`src/rtl/mod_codec_config_seq.sv`:
```
// Walks the one-shot I2C write master through the 11-entry codec init table, judging each pass from done/fault.
// Optional macro CODEC_CFG_RETRY_EN enables bounded per-entry retries; otherwise the first fault ends the sequence.
module mod_codec_config_seq #(
    parameter logic [6:0] I2C_ADDR       = 7'h1A,
    parameter int         MAX_RETRIES    = 3,
    parameter int         TIMEOUT_CYCLES = 128,
    parameter int         GAP_CYCLES     = 4
) (
    input  logic       i_i2c_clk,
    input  logic       i_nrst,
    input  logic       i_start,
    output logic       o_busy,
    output logic       o_done,
    output logic       o_error,
    output logic [3:0] o_error_code,
    output logic [3:0] o_error_index,
    output logic       o_m_nrst,
    output logic [6:0] o_m_addr,
    output logic [6:0] o_m_register,
    output logic [8:0] o_m_data,
    output logic       o_m_read_not_write,
    input  logic       i_m_done,
    input  logic [3:0] i_m_fault_code
);

    // One width serves the LOAD/RUN/GAP timer and the retry counter.
    localparam int CNT_A   = (TIMEOUT_CYCLES > GAP_CYCLES) ? TIMEOUT_CYCLES : GAP_CYCLES;
    localparam int CNT_TOP = (CNT_A > MAX_RETRIES) ? CNT_A : MAX_RETRIES;
    localparam int TW      = $clog2(CNT_TOP + 1);
    localparam logic [3:0] LAST_IDX = 4'd10;
    localparam logic [3:0] CODE_OK  = 4'hF;
    localparam logic [3:0] CODE_TMO = 4'hE;

    typedef enum logic [2:0] {
        S_IDLE, S_LOAD, S_RUN, S_GAP, S_DONE, S_FAIL
    } state_t;

    function automatic logic [15:0] init_entry(input logic [3:0] idx);
        case (idx)
            4'd0:    init_entry = {7'h0F, 9'h000};
            4'd1:    init_entry = {7'h06, 9'h000};
            4'd2:    init_entry = {7'h00, 9'h017};
            4'd3:    init_entry = {7'h01, 9'h017};
            4'd4:    init_entry = {7'h02, 9'h079};
            4'd5:    init_entry = {7'h03, 9'h079};
            4'd6:    init_entry = {7'h04, 9'h012};
            4'd7:    init_entry = {7'h05, 9'h000};
            4'd8:    init_entry = {7'h07, 9'h002};
            4'd9:    init_entry = {7'h08, 9'h000};
            4'd10:   init_entry = {7'h09, 9'h001};
            default: init_entry = {7'h0F, 9'h000};
        endcase
    endfunction

    state_t        state_q, state_d;
    logic [3:0]    index_q, index_d;
    logic [TW-1:0] timer_q, timer_d;
    logic [3:0]    err_code_q, err_code_d;
    logic [3:0]    err_idx_q, err_idx_d;
    logic [6:0]    reg_q, reg_d;
    logic [8:0]    data_q, data_d;
`ifdef CODEC_CFG_RETRY_EN
    logic [TW-1:0] retry_q, retry_d;
`endif

    logic       blanking;
    logic       run_ok;
    logic       run_bad;
    logic       run_tmo;
    logic [3:0] fault_code;
    logic [15:0] entry;

    always_comb begin
        state_d    = state_q;
        index_d    = index_q;
        timer_d    = timer_q;
        err_code_d = err_code_q;
        err_idx_d  = err_idx_q;
`ifdef CODEC_CFG_RETRY_EN
        retry_d    = retry_q;
`endif
        // The master's fault register is stale for its first post-reset clocks.
        blanking   = (timer_q < TW'(2));
        run_ok     = !blanking && i_m_done && (i_m_fault_code == CODE_OK);
        run_bad    = !blanking && (i_m_fault_code != 4'h0) && (i_m_fault_code != CODE_OK);
        run_tmo    = (timer_q == TW'(TIMEOUT_CYCLES - 1));
        fault_code = run_bad ? i_m_fault_code : CODE_TMO;

        case (state_q)
            S_IDLE, S_DONE, S_FAIL: begin
                if (i_start) begin
                    state_d    = S_LOAD;
                    index_d    = 4'd0;
                    timer_d    = '0;
                    err_code_d = 4'h0;
                    err_idx_d  = 4'h0;
`ifdef CODEC_CFG_RETRY_EN
                    retry_d    = '0;
`endif
                end
            end
            S_LOAD: begin
                timer_d = timer_q + TW'(1);
                if (timer_q == TW'(1)) begin
                    state_d = S_RUN;
                    timer_d = '0;
                end
            end
            S_RUN: begin
                timer_d = timer_q + TW'(1);
                if (run_ok) begin
                    timer_d = '0;
                    if (index_q == LAST_IDX) begin
                        state_d = S_DONE;
                    end else begin
                        state_d = S_GAP;
                        index_d = index_q + 4'd1;
`ifdef CODEC_CFG_RETRY_EN
                        retry_d = '0;
`endif
                    end
                end else if (run_bad || run_tmo) begin
                    timer_d = '0;
`ifdef CODEC_CFG_RETRY_EN
                    if (retry_q < TW'(MAX_RETRIES)) begin
                        state_d = S_GAP;
                        retry_d = retry_q + TW'(1);
                    end else begin
                        state_d    = S_FAIL;
                        err_code_d = fault_code;
                        err_idx_d  = index_q;
                    end
`else
                    state_d    = S_FAIL;
                    err_code_d = fault_code;
                    err_idx_d  = index_q;
`endif
                end
            end
            S_GAP: begin
                timer_d = timer_q + TW'(1);
                if (timer_q == TW'(GAP_CYCLES - 1)) begin
                    state_d = S_LOAD;
                    timer_d = '0;
                end
            end
            default: state_d = S_IDLE;
        endcase

        // Operands follow the next index so they are already settled when LOAD begins.
        entry  = init_entry(index_d);
        reg_d  = entry[15:9];
        data_d = entry[8:0];
    end

    always_ff @(posedge i_i2c_clk or negedge i_nrst) begin
        if (!i_nrst) begin
            state_q    <= S_IDLE;
            index_q    <= 4'd0;
            timer_q    <= '0;
            err_code_q <= 4'h0;
            err_idx_q  <= 4'h0;
            reg_q      <= 7'h0F;
            data_q     <= 9'h000;
`ifdef CODEC_CFG_RETRY_EN
            retry_q    <= '0;
`endif
        end else begin
            state_q    <= state_d;
            index_q    <= index_d;
            timer_q    <= timer_d;
            err_code_q <= err_code_d;
            err_idx_q  <= err_idx_d;
            reg_q      <= reg_d;
            data_q     <= data_d;
`ifdef CODEC_CFG_RETRY_EN
            retry_q    <= retry_d;
`endif
        end
    end

    // Decoded straight from state so an async reset drops the master reset at once.
    assign o_m_nrst           = (state_q == S_RUN);
    assign o_busy             = (state_q == S_LOAD) || (state_q == S_RUN) || (state_q == S_GAP);
    assign o_done             = (state_q == S_DONE);
    assign o_error            = (state_q == S_FAIL);
    assign o_error_code       = err_code_q;
    assign o_error_index      = err_idx_q;
    assign o_m_addr           = I2C_ADDR;
    assign o_m_register       = reg_q;
    assign o_m_data           = data_q;
    assign o_m_read_not_write = 1'b0;

endmodule
```
`config.mk`:
```
export PLATFORM = sky130hd
export DESIGN_NAME = mod_codec_config_seq
export DESIGN_NICKNAME = d
export VERILOG_FILES = /design/src/rtl/mod_codec_config_seq.sv
export SDC_FILE = /design/constraint.sdc
export NUM_CORES = 1
export LEC_CHECK = 0
export ABC_CLOCK_PERIOD_IN_PS = 2850
export CORE_ASPECT_RATIO = 0.75
export CORE_MARGIN = 1
export CORE_UTILIZATION = 50
export CTS_BUF_LIST = sky130_fd_sc_hd__clkbuf_16
export CTS_CLUSTER_DIAMETER = 150
export DETAILED_ROUTE_END_ITERATION = 8
export PLACE_DENSITY = 0.8
export SLEW_MARGIN = 15
export SYNTH_ARGS = -nofsm -noshare
export SYNTH_HDL_FRONTEND = slang
export SYNTH_SLANG_ARGS = --single-unit
```
`constraint.sdc`:
```
create_clock -name i_i2c_clk -period 2.85 [get_ports i_i2c_clk]
set_input_delay 0.57 -clock i_i2c_clk [delete_from_list [all_inputs] [get_ports i_i2c_clk]]
set_output_delay 0.57 -clock i_i2c_clk [all_outputs]
set_load 0.02 [all_outputs]
```
==> results.txt, run 1 <==
outcome: complete, no violations
initial antenna violation count: 0
post-synth cell types: 55
# DRC: 0
Critical Path Start: state_q[2]
FF-to-FF Start: timer_q[6]
Initial DRC Count: 74
first-pass GRT wire length: 6658 um
FMAX: 0.3622 GHz
Pwr Total: 1.878 mW
PortBufs: 30
Starting Density: 52.50%
WL final: 4040 um
Yosys top cell area share: 36.22%
Congestion Overflow GR: 0
DP HPWL: 2874 um
Hold Fails Final Rpt: 0
Core Area: 0.003685 sq mm
final instance count without filler cells: 291
Avg WL per Cell: 13.88 um
DR vias: 1528
pwr dens: 779.1 mW/mm^2
Die Wd: 73.82 um
R2R setup slack: 0.30 ns
total track usage: 22.08%
Slew @ Worst Pin: 0.5589 ns
register area share after synthesis: 41.66%
CP Max Fanout: 9
first drt pass iteration count: 4
endpoints failing setup: 0
Leak Pwr: 1.097 nW
Die Ht: 55.87 um
num rows: 19
crit end category: primary output
Nets: 256
share of cells above drive strength 1: 15.06%
crit path kind: flip-flop to primary output
area leader, netlist: dfrtp_1
crit-path leading delay family: buffers and inverters
share of synthesized flip-flops with an asynchronous set or reset: 100.0%
Cells after Synth: 201
Worst Hold Class: flip-flop to flip-flop
list of most frequent post-synthesis cells: dfrtp_1 (28), inv_1 (18), buf_4 (15)
Reg2Reg Depth: 8
Layout area overhead: 24.58%
syn avg cell area: 9.624 sq um
Clock Sink Count: 32
Period minus WS final: 2.761 ns
worst setup path endpoint: o_m_nrst
WP depth: 3
routed vias/inst: 5.251
Yosys reg bits: 32
antenna-violating nets left: 0
CP cell instances: or3b_2 > inv_1 > clkdlybuf4s50_1
count leader, synth: dfrtp_1
top_reg_cell synth: dfrtp_1
Ports: 44
Critical Path Start Type: flip-flop
YS warnings: 0
Mapped Area: 0.001934 sq mm
CTS Buffer Depth: 2
delay of the slowest cell on the worst path: 0.66 ns
FF-to-FF End: o_m_register[0]
total of max-cap violations: 0
Max stage delay cell, worst path: clkdlybuf4s50_1
Max-slew headroom: 62.74%
Pins Over Slew Limit: 0
Placer Congestion: 0.8624
clock root buffer: clkbuf_16
maximum VDD drop: 0.5486 mV
WP data arrival: 2.19 ns
Ant. Diodes: 0
CTS tree: built
vias in the first global route: 1435
fin crit share: 96.87%
Clock transition at path regs: 0.05 ns
Num CTS Buffers: 5
Worst Path Required: 2.28 ns
Critical path buffers and inverters: 2
RSZ-0062 raised after global routing: false
H-tree Lvls: 2
Cells after DPL: 283
clock skew: 0.002790 ns
largest net degree at the start of global routing: 33
worst-skew pair later-pin latency: 0.28 ns
die area: 0.004124 sq mm
Fin Setup TNS: 0 ns
EDFF count, synth: 0
Synth area leaders: dfrtp_1 (36%), ha_1 (6.5%), buf_4 (5.8%)
## worst register-to-register path: stages (launching register included)
cell      delay [ns]
dfrtp_1         0.42
or4_4           0.57
o211ai_1        0.41
nand3_1         0.22
o311ai_1        0.12
buf_4           0.19
ha_1            0.24
nor3_1          0.23
a211oi_2        0.07
## logic make-up (layout without fill, tap and decap cells)
kind of cell	count (synthesis)	in the layout	share of synthesized area, %
fa+ha+maj	10	10	6.468
buf+inv	39	66	11.19
xor+xnor	3	3	1.359
compound gates	56	56	21.93
simple gates	57	57	15.91
mux	2	2	1.100
other cells	2	13	0.3882
flops	32	32	41.66
## what timing repair did
item	CTS	global route
gates resized for setup	0	1
setup endpoints to repair	0	3
setup buffers	0	0
hold buffers	0	0
## layout by cell type (no fill, tap or decap), types with 8 or more instances in the layout
| master | instances |
|---|---|
| inv_1 | 20 |
| conb_1 | 13 |
| a21oi_1 | 9 |
| buf_4 | 8 |
| nor2_1 | 10 |
| o21ai_0 | 11 |
| nand2_1 | 13 |
| dfrtp_1 | 28 |
| nand3_1 | 9 |
| ha_1 | 10 |
| clkdlybuf4s50_1 | 30 |
## power by group
part	switching, mW	leakage, nW	internal, mW
Combinational	0.488	0.597	0.300
Clock	0.183	0.0762	0.315
Sequential	0.0690	0.424	0.524
Total	0.740	1.10	1.14
## state kept, by name (all words and copies together), names as in the netlist
name,flops
index_q,4
o_error_code,4
o_error_index,4
o_m_data,5
o_m_register,4
state_q,3
timer_q,8
## area by class of cell
| cell class | count | area [sq um] |
|---|---|---|
| clock buffers | 5 | 125.1 |
| clock inverters | 3 | 12.51 |
| fillers | 297 | 1275 |
| inverters | 20 | 80.08 |
| multi-input cells | 141 | 960.9 |
| flip-flops and latches | 32 | 805.8 |
| well taps | 52 | 65.06 |
| repair buffers | 38 | 360.3 |
## metal layers
metal  routed length, um  global-route usage [%]  share of wire (%)  up-vias
li1                    -                       -                  -      759
met1                1943                   31.52                 48      706
met2                1801                   31.32                 45       55
met3                 200                   4.891                5.0        8
met4                  94                   11.26                2.3        0
met5                   0                       0                  0        -
## worst min path at each step
stage,from,endpoint,slack [ns],cells after the start
6_report,o_error_index[3],o_error_index[3],0.54,2
3_3_place_gp,o_error_code[1],o_error_code[1],0.53,2
2_1_floorplan,i_nrst,index_q[0],0.27,0
3_5_place_dp,o_error_index[0],o_error_index[0],0.53,2
5_1_grt,o_error_code[2],o_error_code[2],0.59,2
4_1_cts,o_error_index[3],o_error_index[3],0.55,2
## per-stage QoR
step / cell area, sq um / setup WS [ns] / hold slack (ns) / utilization [%]
after floorplan: 1976 / 0.1761 / 0.2744 / -
after global placement: 2265 / 0.1551 / 0.5345 / 61.46
after detailed placement: 2265 / 0.1035 / 0.5317 / 61.46
after CTS: 2402 / 0.1041 / 0.5474 / 65.20
after global routing: 2410 / 0.02103 / 0.5888 / 65.40
final: 2410 / 0.08923 / 0.5411 / 65.40
Power figures use the tool's default switching activity.
==> run 2, diff against run 1 <==
--- a/config.mk
+++ b/config.mk
@@ -7,12 +7,13 @@
 export LEC_CHECK = 0
 export ABC_CLOCK_PERIOD_IN_PS = 2850
 export CORE_ASPECT_RATIO = 0.75
-export CORE_MARGIN = 1
+export CORE_MARGIN = 2
 export CORE_UTILIZATION = 50
 export CTS_BUF_LIST = sky130_fd_sc_hd__clkbuf_16
 export CTS_CLUSTER_DIAMETER = 150
 export DETAILED_ROUTE_END_ITERATION = 8
 export PLACE_DENSITY = 0.8
+export REMOVE_ABC_BUFFERS = 1
 export SLEW_MARGIN = 15
 export SYNTH_ARGS = -nofsm -noshare
 export SYNTH_HDL_FRONTEND = slang
==> results.txt, run 2 (synthesis gave the netlist of run 1 again) <==
fin crit share: 96.91%
FF-to-FF Start: timer_q[6]
crit path kind: flip-flop to primary output
crit end category: primary output
Max-slew headroom: 46.76%
clock skew: 0.002770 ns
Placed Area: 0.002280 sq mm
clock root buffer: clkbuf_16
CP Max Fanout: 8
DR vias: 1607
Core Area: 0.003685 sq mm
initial antenna violation count: 0
commonest cells after routing, fill and taps aside: clkdlybuf4s50_1 (30), dfrtp_1 (28), inv_1 (20), nand2_1 (13), conb_1 (13)
RSZ-0062 raised after global routing: false
die area: 0.004387 sq mm
Clock transition at path regs: 0.05 ns
DP HPWL: 3063 um
Initial DRC Count: 86
Worst Hold Class: flip-flop to flip-flop
Clock Sink Count: 32
Leak Pwr: 1.103 nW
first drt pass iteration count: 4
worst-skew pair later-pin latency: 0.27 ns
Hold Path Sink: o_error_index[1]
Ports: 44
Fin Setup TNS: 0 ns
Die Wd: 75.82 um
post-cts sizing count: 0
Worst Path Required: 2.28 ns
FF-to-FF End: o_m_register[0]
Period minus WS final: 2.762 ns
Placer Congestion: 0.9115
largest reg by FF count: timer_q
Reg2Reg Depth: 8
share of cells above drive strength 1: 15.35%
CTS tree: built
Largest register FFs: 8
maximum VDD drop: 0.3841 mV
endpoints failing setup: 0
Ant. Diodes: 0
setup repair bufs after CTS: 0
delay of the slowest cell on the worst path: 0.67 ns
pwr dens: 771.9 mW/mm^2
cell area after layout: 0.002416 sq mm
largest net degree at the start of global routing: 33
WHS: 0.5286 ns
total track usage: 20.33%
R2R setup slack: 0.16 ns
H-tree Lvls: 2
PortBufs: 30
Nets: 258
Hold Fails Final Rpt: 0
Slew @ Worst Pin: 0.7972 ns
Die Ht: 57.87 um
Avg WL per Cell: 14.17 um
outcome: complete, no violations
most common cell after layout, fill and taps aside: clkdlybuf4s50_1
vias in the first global route: 1486
hold bufs inserted after CTS: 0
WL final: 4151 um
FMAX: 0.3621 GHz
# DRC: 0
antenna-violating nets left: 0
Pins Over Slew Limit: 0
Max stage delay cell, worst path: clkdlybuf4s50_1
Starting Density: 52.50%
routed vias/inst: 5.485
total of max-cap violations: 0
Congestion Overflow GR: 0
CTS Buffer Depth: 2
WP data arrival: 2.19 ns
Num CTS Buffers: 5
Critical Path Start Type: flip-flop
first-pass GRT wire length: 6755 um
num rows: 19
CP cell instances: or3b_2 > inv_1 > clkdlybuf4s50_1
Layout area overhead: 24.90%
Min-Delay Startpoint: o_error_index[1]
Worst Hold Depth: 2
[run 2: cell types whose count changed in the layout (fill, tap and decap cells not counted), sizes merged]
cell and delta:
buf +2
[run 2: layer usage]
metal | track usage (%) | part of all wire [%]
met5 | 0 | 0
met4 | 6.015 | 1.3
met3 | 5.043 | 7.0
met2 | 29.56 | 46
met1 | 30.01 | 46
[run 2: layout make-up]
type	count	area, sq um
Clock buffer	5	125.1
Clock inverter	3	11.26
Fill cell	280	1269
Inverter	20	80.08
Multi-Input combinational cell	141	953.4
Sequential cell	32	805.8
Tap cell	52	65.06
Timing Repair Buffer	40	375.4
[run 2: how the worst max path moves through the flow]
stage                 startpoint         endpoint  slack, ns  cells past startpoint
2_1_floorplan         state_q[1]  o_m_register[0]       0.31                      8
3_3_place_gp   i_m_fault_code[2]  o_m_register[0]       0.14                      9
3_5_place_dp   i_m_fault_code[2]  o_m_register[0]       0.04                      9
4_1_cts               state_q[0]         o_m_nrst       0.11                      3
5_1_grt               state_q[2]         o_m_nrst       0.02                      3
6_report              state_q[0]         o_m_nrst       0.09                      3
[run 2: where the power goes]
| part | internal (mW) | switching, mW | total (mW) | leakage (nW) |
|---|---|---|---|---|
| clock | 0.313 | 0.179 | 0.493 | 0.0738 |
| sequential | 0.523 | 0.0625 | 0.586 | 0.424 |
| combinational | 0.292 | 0.494 | 0.786 | 0.605 |
| total | 1.13 | 0.736 | 1.87 | 1.10 |
[run 2: metrics by stage]
stage | util, % | power (mW) | setup slack [ns] | cells
CTS | 65.57 | 1.858 | 0.1074 | 293
detailed placement | 61.87 | 1.365 | 0.03832 | 285
finish | 65.57 | 1.865 | 0.08802 | 293
global placement | 61.87 | 1.337 | 0.1425 | 285
global route | 65.57 | 1.976 | 0.01692 | 293
floorplan | - | 1.097 | 0.3071 | 193
[run 2: critical path, delay by kind of cell, from the launching register on]
kind,cells,cell delay (ns)
flops,1,0.42
buf+inv,2,0.94
simple gates,1,0.56
==> run 3, diff against run 2 <==
--- a/config.mk
+++ b/config.mk
@@ -10,11 +10,10 @@
 export CORE_MARGIN = 2
 export CORE_UTILIZATION = 50
 export CTS_BUF_LIST = sky130_fd_sc_hd__clkbuf_16
-export CTS_CLUSTER_DIAMETER = 150
+export CTS_CLUSTER_DIAMETER = 200
 export DETAILED_ROUTE_END_ITERATION = 8
 export PLACE_DENSITY = 0.8
 export REMOVE_ABC_BUFFERS = 1
-export SLEW_MARGIN = 15
 export SYNTH_ARGS = -nofsm -noshare
 export SYNTH_HDL_FRONTEND = slang
 export SYNTH_SLANG_ARGS = --single-unit
==> results of run 3 <==
Final layout, timing and power as in run 2 (identical DEF).
